===== src/rtl/ram_fill_pkg.sv =====
// Shared types, mode encodings and the fill-word generator for ram_fill_writer.
// The generator works at GEN_W bits, and callers resize the result to their own widths.
package ram_fill_pkg;

  typedef enum logic [1:0] {
    IDLE   = 2'd0,
    FILL   = 2'd1,
    VERIFY = 2'd2,
    DONE   = 2'd3
  } state_e;

  localparam logic [1:0] MODE_STREAM = 2'd0;
  localparam logic [1:0] MODE_ONES   = 2'd1;
  localparam logic [1:0] MODE_ADDR   = 2'd2;

  localparam int GEN_W = 256;

  // Reserved mode 3 falls through to all-ones along with MODE_ONES.
  function automatic logic [GEN_W-1:0] gen_word(input logic [1:0] mode,
                                                input logic [GEN_W-1:0] addr);
    if (mode == MODE_ADDR) return addr;
    return '1;
  endfunction

endpackage


===== src/rtl/ram_fill_writer_if.sv =====
// Stream-in / RAM-write-out bundle of ram_fill_writer.
// The master modport is the writer side; the slave modport is the upstream source and the RAM side.
interface ram_fill_writer_if #(
  parameter int ADDR_WIDTH = 10,
  parameter int DATA_WIDTH = 64
);
  logic                  s_valid;
  logic [DATA_WIDTH-1:0] s_data;
  logic                  s_ready;
  logic                  wr_en;
  logic [ADDR_WIDTH-1:0] wr_addr;
  logic [DATA_WIDTH-1:0] wr_data;

  modport master (input s_valid, s_data, output s_ready, wr_en, wr_addr, wr_data);
  modport slave  (output s_valid, s_data, input s_ready, wr_en, wr_addr, wr_data);
endinterface


===== src/rtl/ram_fill_pattern_gen.sv =====
// Combinational fill-word generator.
// One instance feeds the write path; a second instance feeds the verify expected-data path.
module ram_fill_pattern_gen
  import ram_fill_pkg::*;
#(
  parameter int ADDR_WIDTH = 10,
  parameter int DATA_WIDTH = 64
) (
  input  logic [1:0]            mode,
  input  logic [ADDR_WIDTH-1:0] addr,
  output logic [DATA_WIDTH-1:0] word
);
  // The address is zero-extended in, and the result is truncated to DATA_WIDTH on the way out.
  assign word = DATA_WIDTH'(gen_word(mode, GEN_W'(addr)));
endmodule


===== src/rtl/ram_fill_writer.sv =====
// Write-side sequencer that fills RAM addresses 0..2**ADDR_WIDTH-1 from a stream or a generated pattern.
// The optional read-back check is enabled by RAM_FILL_WRITER_VERIFY_EN.
module ram_fill_writer
  import ram_fill_pkg::*;
#(
  parameter int ADDR_WIDTH = 10,
  parameter int DATA_WIDTH = 64,
  parameter int RD_LATENCY = 2
) (
  input  logic                  clk,
  input  logic                  rst_n,
  input  logic                  start,
  input  logic [1:0]            mode,
  ram_fill_writer_if.master     bus,
  output logic                  busy,
  output logic                  done
`ifdef RAM_FILL_WRITER_VERIFY_EN
  ,
  output logic                  rd_en,
  output logic [ADDR_WIDTH-1:0] rd_addr,
  input  logic [DATA_WIDTH-1:0] rd_data,
  output logic [2:0]            err_cnt,
  output logic                  pass
`endif
);
  localparam int CW = ADDR_WIDTH + 1;

  if (RD_LATENCY < 1) begin : g_bad_rd_latency
    $error("RD_LATENCY must be at least 1");
  end

  state_e                state_q, state_d;
  logic [1:0]            mode_q, mode_d;
  logic [CW-1:0]         cnt_q, cnt_d;
  logic                  wr_en_q, wr_en_d;
  logic [ADDR_WIDTH-1:0] wr_addr_q, wr_addr_d;
  logic [DATA_WIDTH-1:0] wr_data_q, wr_data_d;
  logic                  busy_q, busy_d;
  logic                  done_q, done_d;
  logic                  start_acc, accept;
  logic [DATA_WIDTH-1:0] pat_word;

  ram_fill_pattern_gen #(.ADDR_WIDTH(ADDR_WIDTH), .DATA_WIDTH(DATA_WIDTH)) u_wr_gen (
    .mode (mode_q),
    .addr (cnt_q[ADDR_WIDTH-1:0]),
    .word (pat_word)
  );

`ifdef RAM_FILL_WRITER_VERIFY_EN
  logic [CW-1:0]         rd_cnt_q, rd_cnt_d;
  logic [RD_LATENCY-1:0] vld_q, vld_d;
  logic [DATA_WIDTH-1:0] exp_q [RD_LATENCY];
  logic [DATA_WIDTH-1:0] exp_d [RD_LATENCY];
  logic [2:0]            err_q, err_d;
  logic                  sat_q, sat_d;
  logic                  pass_q, pass_d;
  logic                  rd_en_c;
  logic [DATA_WIDTH-1:0] rd_word;

  ram_fill_pattern_gen #(.ADDR_WIDTH(ADDR_WIDTH), .DATA_WIDTH(DATA_WIDTH)) u_rd_gen (
    .mode (mode_q),
    .addr (rd_cnt_q[ADDR_WIDTH-1:0]),
    .word (rd_word)
  );
`endif

  always_comb begin
    start_acc = start && ((state_q == IDLE) || (state_q == DONE));
    accept    = (state_q == FILL) && ((mode_q != MODE_STREAM) || bus.s_valid);
    state_d   = state_q;
    mode_d    = mode_q;
    cnt_d     = cnt_q;
    wr_en_d   = accept;
    wr_addr_d = wr_addr_q;
    wr_data_d = wr_data_q;
    busy_d    = busy_q;
    done_d    = done_q;
`ifdef RAM_FILL_WRITER_VERIFY_EN
    rd_en_c  = (state_q == VERIFY) && !rd_cnt_q[ADDR_WIDTH];
    rd_cnt_d = rd_en_c ? rd_cnt_q + CW'(1) : rd_cnt_q;
    err_d    = err_q;
    sat_d    = sat_q;
    pass_d   = pass_q;
    vld_d[0] = rd_en_c;
    exp_d[0] = rd_word;
    for (int i = 1; i < RD_LATENCY; i++) begin
      vld_d[i] = vld_q[i-1];
      exp_d[i] = exp_q[i-1];
    end
    // Stream words are not retained, so there is nothing to compare against in stream mode.
    if (vld_q[RD_LATENCY-1] && (mode_q != MODE_STREAM) && (rd_data != exp_q[RD_LATENCY-1])) begin
      if (!sat_q) begin
        if (err_q == 3'd6) begin
          err_d = 3'd4;
          sat_d = 1'b1;
        end else begin
          err_d = err_q + 3'd1;
        end
      end
    end
    if ((state_q == VERIFY) && rd_cnt_q[ADDR_WIDTH] && (vld_q == '0)) state_d = DONE;
    if (start_acc) begin
      err_d  = '0;
      sat_d  = 1'b0;
      pass_d = 1'b0;
    end else if (state_q == DONE) begin
      pass_d = (err_q == 3'd0);
    end
`endif
    if (start_acc) begin
      state_d = FILL;
      mode_d  = (mode == 2'd3) ? MODE_ONES : mode;
      cnt_d   = '0;
      busy_d  = 1'b1;
      done_d  = 1'b0;
    end
    if (accept) begin
      wr_addr_d = cnt_q[ADDR_WIDTH-1:0];
      wr_data_d = (mode_q == MODE_STREAM) ? bus.s_data : pat_word;
      cnt_d     = cnt_q + CW'(1);
      if (cnt_d[ADDR_WIDTH]) begin
`ifdef RAM_FILL_WRITER_VERIFY_EN
        state_d  = VERIFY;
        rd_cnt_d = '0;
`else
        state_d = DONE;
`endif
      end
    end
    // done/busy trail the DONE state by one cycle, so they flip after the final wr_en pulse.
    if ((state_q == DONE) && !start_acc) begin
      busy_d = 1'b0;
      done_d = 1'b1;
    end
  end

  always_ff @(posedge clk) begin
    if (!rst_n) begin
      state_q   <= IDLE;
      mode_q    <= MODE_STREAM;
      cnt_q     <= '0;
      wr_en_q   <= 1'b0;
      wr_addr_q <= '0;
      wr_data_q <= '0;
      busy_q    <= 1'b0;
      done_q    <= 1'b0;
    end else begin
      state_q   <= state_d;
      mode_q    <= mode_d;
      cnt_q     <= cnt_d;
      wr_en_q   <= wr_en_d;
      wr_addr_q <= wr_addr_d;
      wr_data_q <= wr_data_d;
      busy_q    <= busy_d;
      done_q    <= done_d;
    end
  end

`ifdef RAM_FILL_WRITER_VERIFY_EN
  always_ff @(posedge clk) begin
    if (!rst_n) begin
      rd_cnt_q <= '0;
      vld_q    <= '0;
      err_q    <= '0;
      sat_q    <= 1'b0;
      pass_q   <= 1'b0;
    end else begin
      rd_cnt_q <= rd_cnt_d;
      vld_q    <= vld_d;
      err_q    <= err_d;
      sat_q    <= sat_d;
      pass_q   <= pass_d;
    end
  end

  always_ff @(posedge clk) begin
    for (int i = 0; i < RD_LATENCY; i++) exp_q[i] <= exp_d[i];
  end

  assign rd_en   = rd_en_c;
  assign rd_addr = rd_cnt_q[ADDR_WIDTH-1:0];
  assign err_cnt = err_q;
  assign pass    = pass_q;
`endif

  assign bus.s_ready = (state_q == FILL) && (mode_q == MODE_STREAM);
  assign bus.wr_en   = wr_en_q;
  assign bus.wr_addr = wr_addr_q;
  assign bus.wr_data = wr_data_q;
  assign busy        = busy_q;
  assign done        = done_q;

endmodule


===== src/flat_wrapper.sv =====
// flat-port wrapper written by rule: the top's interface ports become plain ports
module ram_fill_writer_flat import ram_fill_pkg::*;
#(
  parameter int ADDR_WIDTH = 10,
  parameter int DATA_WIDTH = 64,
  parameter int RD_LATENCY = 2
)
  (clk, rst_n, start, mode, busy, done, bus_s_valid, bus_s_data, bus_s_ready, bus_wr_en, bus_wr_addr, bus_wr_data);
  ram_fill_writer_if #(.ADDR_WIDTH(ADDR_WIDTH), .DATA_WIDTH(DATA_WIDTH)) bus_i ();
  input  logic clk;
  input  logic rst_n;
  input  logic start;
  input  logic [1:0] mode;
  output logic busy;
  output logic done;
  input wire logic [$bits(bus_i.s_valid)-1:0] bus_s_valid;
  input wire logic [$bits(bus_i.s_data)-1:0] bus_s_data;
  output wire logic [$bits(bus_i.s_ready)-1:0] bus_s_ready;
  output wire logic [$bits(bus_i.wr_en)-1:0] bus_wr_en;
  output wire logic [$bits(bus_i.wr_addr)-1:0] bus_wr_addr;
  output wire logic [$bits(bus_i.wr_data)-1:0] bus_wr_data;
  assign bus_i.s_valid = bus_s_valid;
  assign bus_i.s_data = bus_s_data;
  assign bus_s_ready = bus_i.s_ready;
  assign bus_wr_en = bus_i.wr_en;
  assign bus_wr_addr = bus_i.wr_addr;
  assign bus_wr_data = bus_i.wr_data;
  ram_fill_writer #(.ADDR_WIDTH(ADDR_WIDTH), .DATA_WIDTH(DATA_WIDTH), .RD_LATENCY(RD_LATENCY)) u_core (.clk(clk), .rst_n(rst_n), .start(start), .mode(mode), .bus(bus_i), .busy(busy), .done(done));
endmodule

===== config.mk =====
export PLATFORM = sky130hd
export DESIGN_NAME = ram_fill_writer_flat
export DESIGN_NICKNAME = d
export VERILOG_FILES = /design/src/rtl/ram_fill_pkg.sv /design/src/rtl/ram_fill_writer_if.sv /design/src/rtl/ram_fill_pattern_gen.sv /design/src/rtl/ram_fill_writer.sv /design/src/flat_wrapper.sv
export SDC_FILE = /design/constraint.sdc
export NUM_CORES = 1
export LEC_CHECK = 0
export BUFFER_PORTS_ARGS = -buffer_cell sky130_fd_sc_hd__buf_2
export CELL_PAD_IN_SITES_DETAIL_PLACEMENT = 1
export CELL_PAD_IN_SITES_GLOBAL_PLACEMENT = 1
export CORE_MARGIN = 3
export CORE_UTILIZATION = 35
export CTS_CLUSTER_DIAMETER = 100
export DETAILED_ROUTE_END_ITERATION = 10
export PLACE_DENSITY_LB_ADDON = 0.1
export RECOVER_POWER = 25
export SLEW_MARGIN = 20
export SYNTH_ARGS = -nofsm -noshare
export SYNTH_HDL_FRONTEND = slang
export SYNTH_SLANG_ARGS = --single-unit

===== constraint.sdc =====
create_clock -name clk -period 1.7 [get_ports clk]
set_input_delay 0.34 -clock clk [delete_from_list [all_inputs] [get_ports clk]]
set_output_delay 0.34 -clock clk [all_outputs]
set_load 0.02 [all_outputs]

==> metrics <==
outcome=complete, no violations; Fin. Hold Viols=0; Worst R2R Setup Slack=0.08 ns; # DRC=0; via count=3,860; Avg Cell Area, Syn=8.93 sq um; final setup fails=0; ratio of final minimum period to clock period=96.7%; Ys Warns=0; Worst Hold End=u_core.mode_q[0]; Mapped Area=3960 sq um; GRT Total Usage=19.1%; leak pwr=2.74 nW; EDFF count, synth=0; Cell variety after synth=42; ANT cells=0; crit-path cells=buf_8, buf_12, nor3b_4, buf_6; Horiz. Die Dim=112 um; number of max-cap violations=0; row cnt=38; GP Congestion=0.725; total CTS buffers=9; Slew HR=61.7%; WP data required=1.36 ns; Clock Path Buffers=2; reg2reg start=u_core.mode_q[0]; CP Launch Type=flop; Routed Wire Length=12,700 um; Synth Instances=443; FF-to-FF path depth=6; Tightest Pin Transition=0.574 ns; CP arrival=1.30 ns; Critical Path End Type=output port; Vias/cell=5.26; Final min period=1.64 ns; Critical-path top delay cell=dfxtp_4; dpl hpwl=8390 um; WL met2=6280 um; Max Used Layer=met4; drt first-iter violations=133; Primary FF master, synth=dfxtp_1; vias in the first global route=3,964; Sink Count=92; Slew Viols, Final=0; Worst path max stage delay=0.35 ns; post-DR wirelength/cell=17.2 um; CTS tree=done; WL met3=800 um; Met1 Wirelength=5420 um; fmax=608 MHz; Hold Path Class=input pin to flop; IO Count=148; layout cell share with drive strength beyond 1=28.3%; Starting Density=36.2%; Die Height=112 um; core area=10,900 sq um; root buf cell=clkbuf_16; drt pass-1 iters=4; Clock Latency Late Sink=0.34 ns; IO Port Bufs=147; first-pass GRT wire length=19,800 um; R2R Path End=u_core.cnt_q[9]; Final TNS setup=0 ns; VDD IR-drop max=0.405 mV; pwr/cell area=976 nW/um^2; clock slew seen by the registers of the worst setup and hold paths=0.06 ns; Cells on Worst Hold Path=3; total global routing overflow=0; area grow syn2layout=34.6%; flops & latches, synth=92; crit path kind=flop to output port; DRT antenna net count=0; Design Area, Final=5320 sq um; largest net degree at the start of global routing=81; initial antenna violation count=0; CTS H-Tree Depth=3; crit-path max FO=11; min-delay src=mode[0]; async set or reset register ratio after synthesis=0%; Clock Skew=0.00559 ns; # nets final=662; die area=12,600 sq um; placed standard-cell area=4890 sq um; post-synth net total=516; sequential area share after synthesis=46.6%
==> cell usage in the layout, fill, tap and decap left out, types with 4 or more instances in the layout <==
cell type,count
a2111oi_0,10
a21boi_0,16
a21oi_1,61
buf_12,4
buf_2,105
buf_4,20
buf_6,4
clkbuf_1,44
clkbuf_16,11
dfxtp_1,89
nand2_1,81
nand3_1,4
nor2_1,14
nor2b_1,12
nor3b_1,11
o211a_1,55
o21ai_0,6
==> area by class of cell <==
class,instances,area (sq um)
flip-flops and latches,92,1850
inverters,2,10.0
clock inverters,1,5.00
multi-input cells,307,1990
fillers,1352,5610
well taps,140,175
clock buffers,15,278
repair buffers,177,1020
==> cells in the mapped netlist (all sizes together), types with 3 or more instances <==
library cell	number	area [sq um]
a2111oi	10	87.6
a21boi	18	139
a21oi	62	314
and3	3	20.0
buf	16	77.6
clkbuf	27	101
dfxtp	92	1840
ha	3	37.5
nand2	82	308
nand3	5	30.0
nor2	14	52.6
nor2b	12	75.1
nor3b	12	90.1
o211a	55	551
o21a	3	22.5
o21ai	6	30.0
==> worst max-delay path by stage <==
stage / from / end / cells past startpoint
6_report: u_core.mode_q[1] / bus_s_ready / 4
5_1_grt: u_core.state_q[0] / bus_s_ready / 3
4_1_cts: u_core.mode_q[0] / bus_s_ready / 4
3_5_place_dp: bus_s_valid / u_core.cnt_q[6] / 5
3_3_place_gp: bus_s_valid / u_core.cnt_q[2] / 5
2_1_floorplan: u_core.mode_q[1] / bus_s_ready / 3
==> routing by layer <==
metal	global-route usage (%)	up-vias
met2	33.2	89
met4	6.65	0
met1	22.2	1882
met5	0	-
met3	5.88	11
li1	-	1878
==> timing repair <==
action	CTS	global route
pin swaps	2	1
gates resized for setup	11	13
cloned	0	3
buffers inserted	0	6
setup endpoints to repair	10	23
hold buffers	0	0
==> cells by family (layout without fill, tap and decap cells) <==
logic type	Yosys count	count (layout)	share of synthesized area, %
flip-flops	92	92	46.6
adder cells (fa/ha/maj)	3	3	0.949
AO/OA/AOI/OAI	163	164	30.9
AND/OR/NAND/NOR	140	140	16.9
buffers and inverters	45	195	4.71
==> per-stage QoR <==
step           setup WS, ns  util [%]  hold slack [ns]  power, mW  cells
3_5_place_dp         -0.150      44.7            0.465       3.28    709
2_1_floorplan        0.0879         -            0.470       2.94    443
3_3_place_gp        -0.0884      44.7            0.447       3.25    709
6_report             0.0553      48.7            0.283       5.20    734
4_1_cts             0.00248      47.6            0.278       5.23    725
5_1_grt            -0.00895      48.7            0.303       5.45    734
==> power breakdown <==
group / switching [mW] / internal, mW / leakage (nW) / total, mW
sequential: 0.0727 / 2.29 / 0.754 / 2.36
combinational: 0.541 / 0.371 / 1.84 / 0.912
clock: 0.811 / 1.11 / 0.140 / 1.92
==> state kept, by name, indices dropped and copies added, names as in the netlist <==
name                flops
u_core.bus.wr_addr     10
u_core.bus.wr_data     64
u_core.bus.wr_en        1
u_core.busy             1
u_core.cnt_q           11
u_core.done             1
u_core.mode_q           2
u_core.state_q          2
==> worst max-delay path, delay by kind of cell (launching register included) <==
family	cells	cell delay (ns)
buffers and inverters	3	0.41
flip-flops	1	0.35
AND/OR/NAND/NOR	1	0.20
Note: power is estimated with default switching activity, not from simulation.
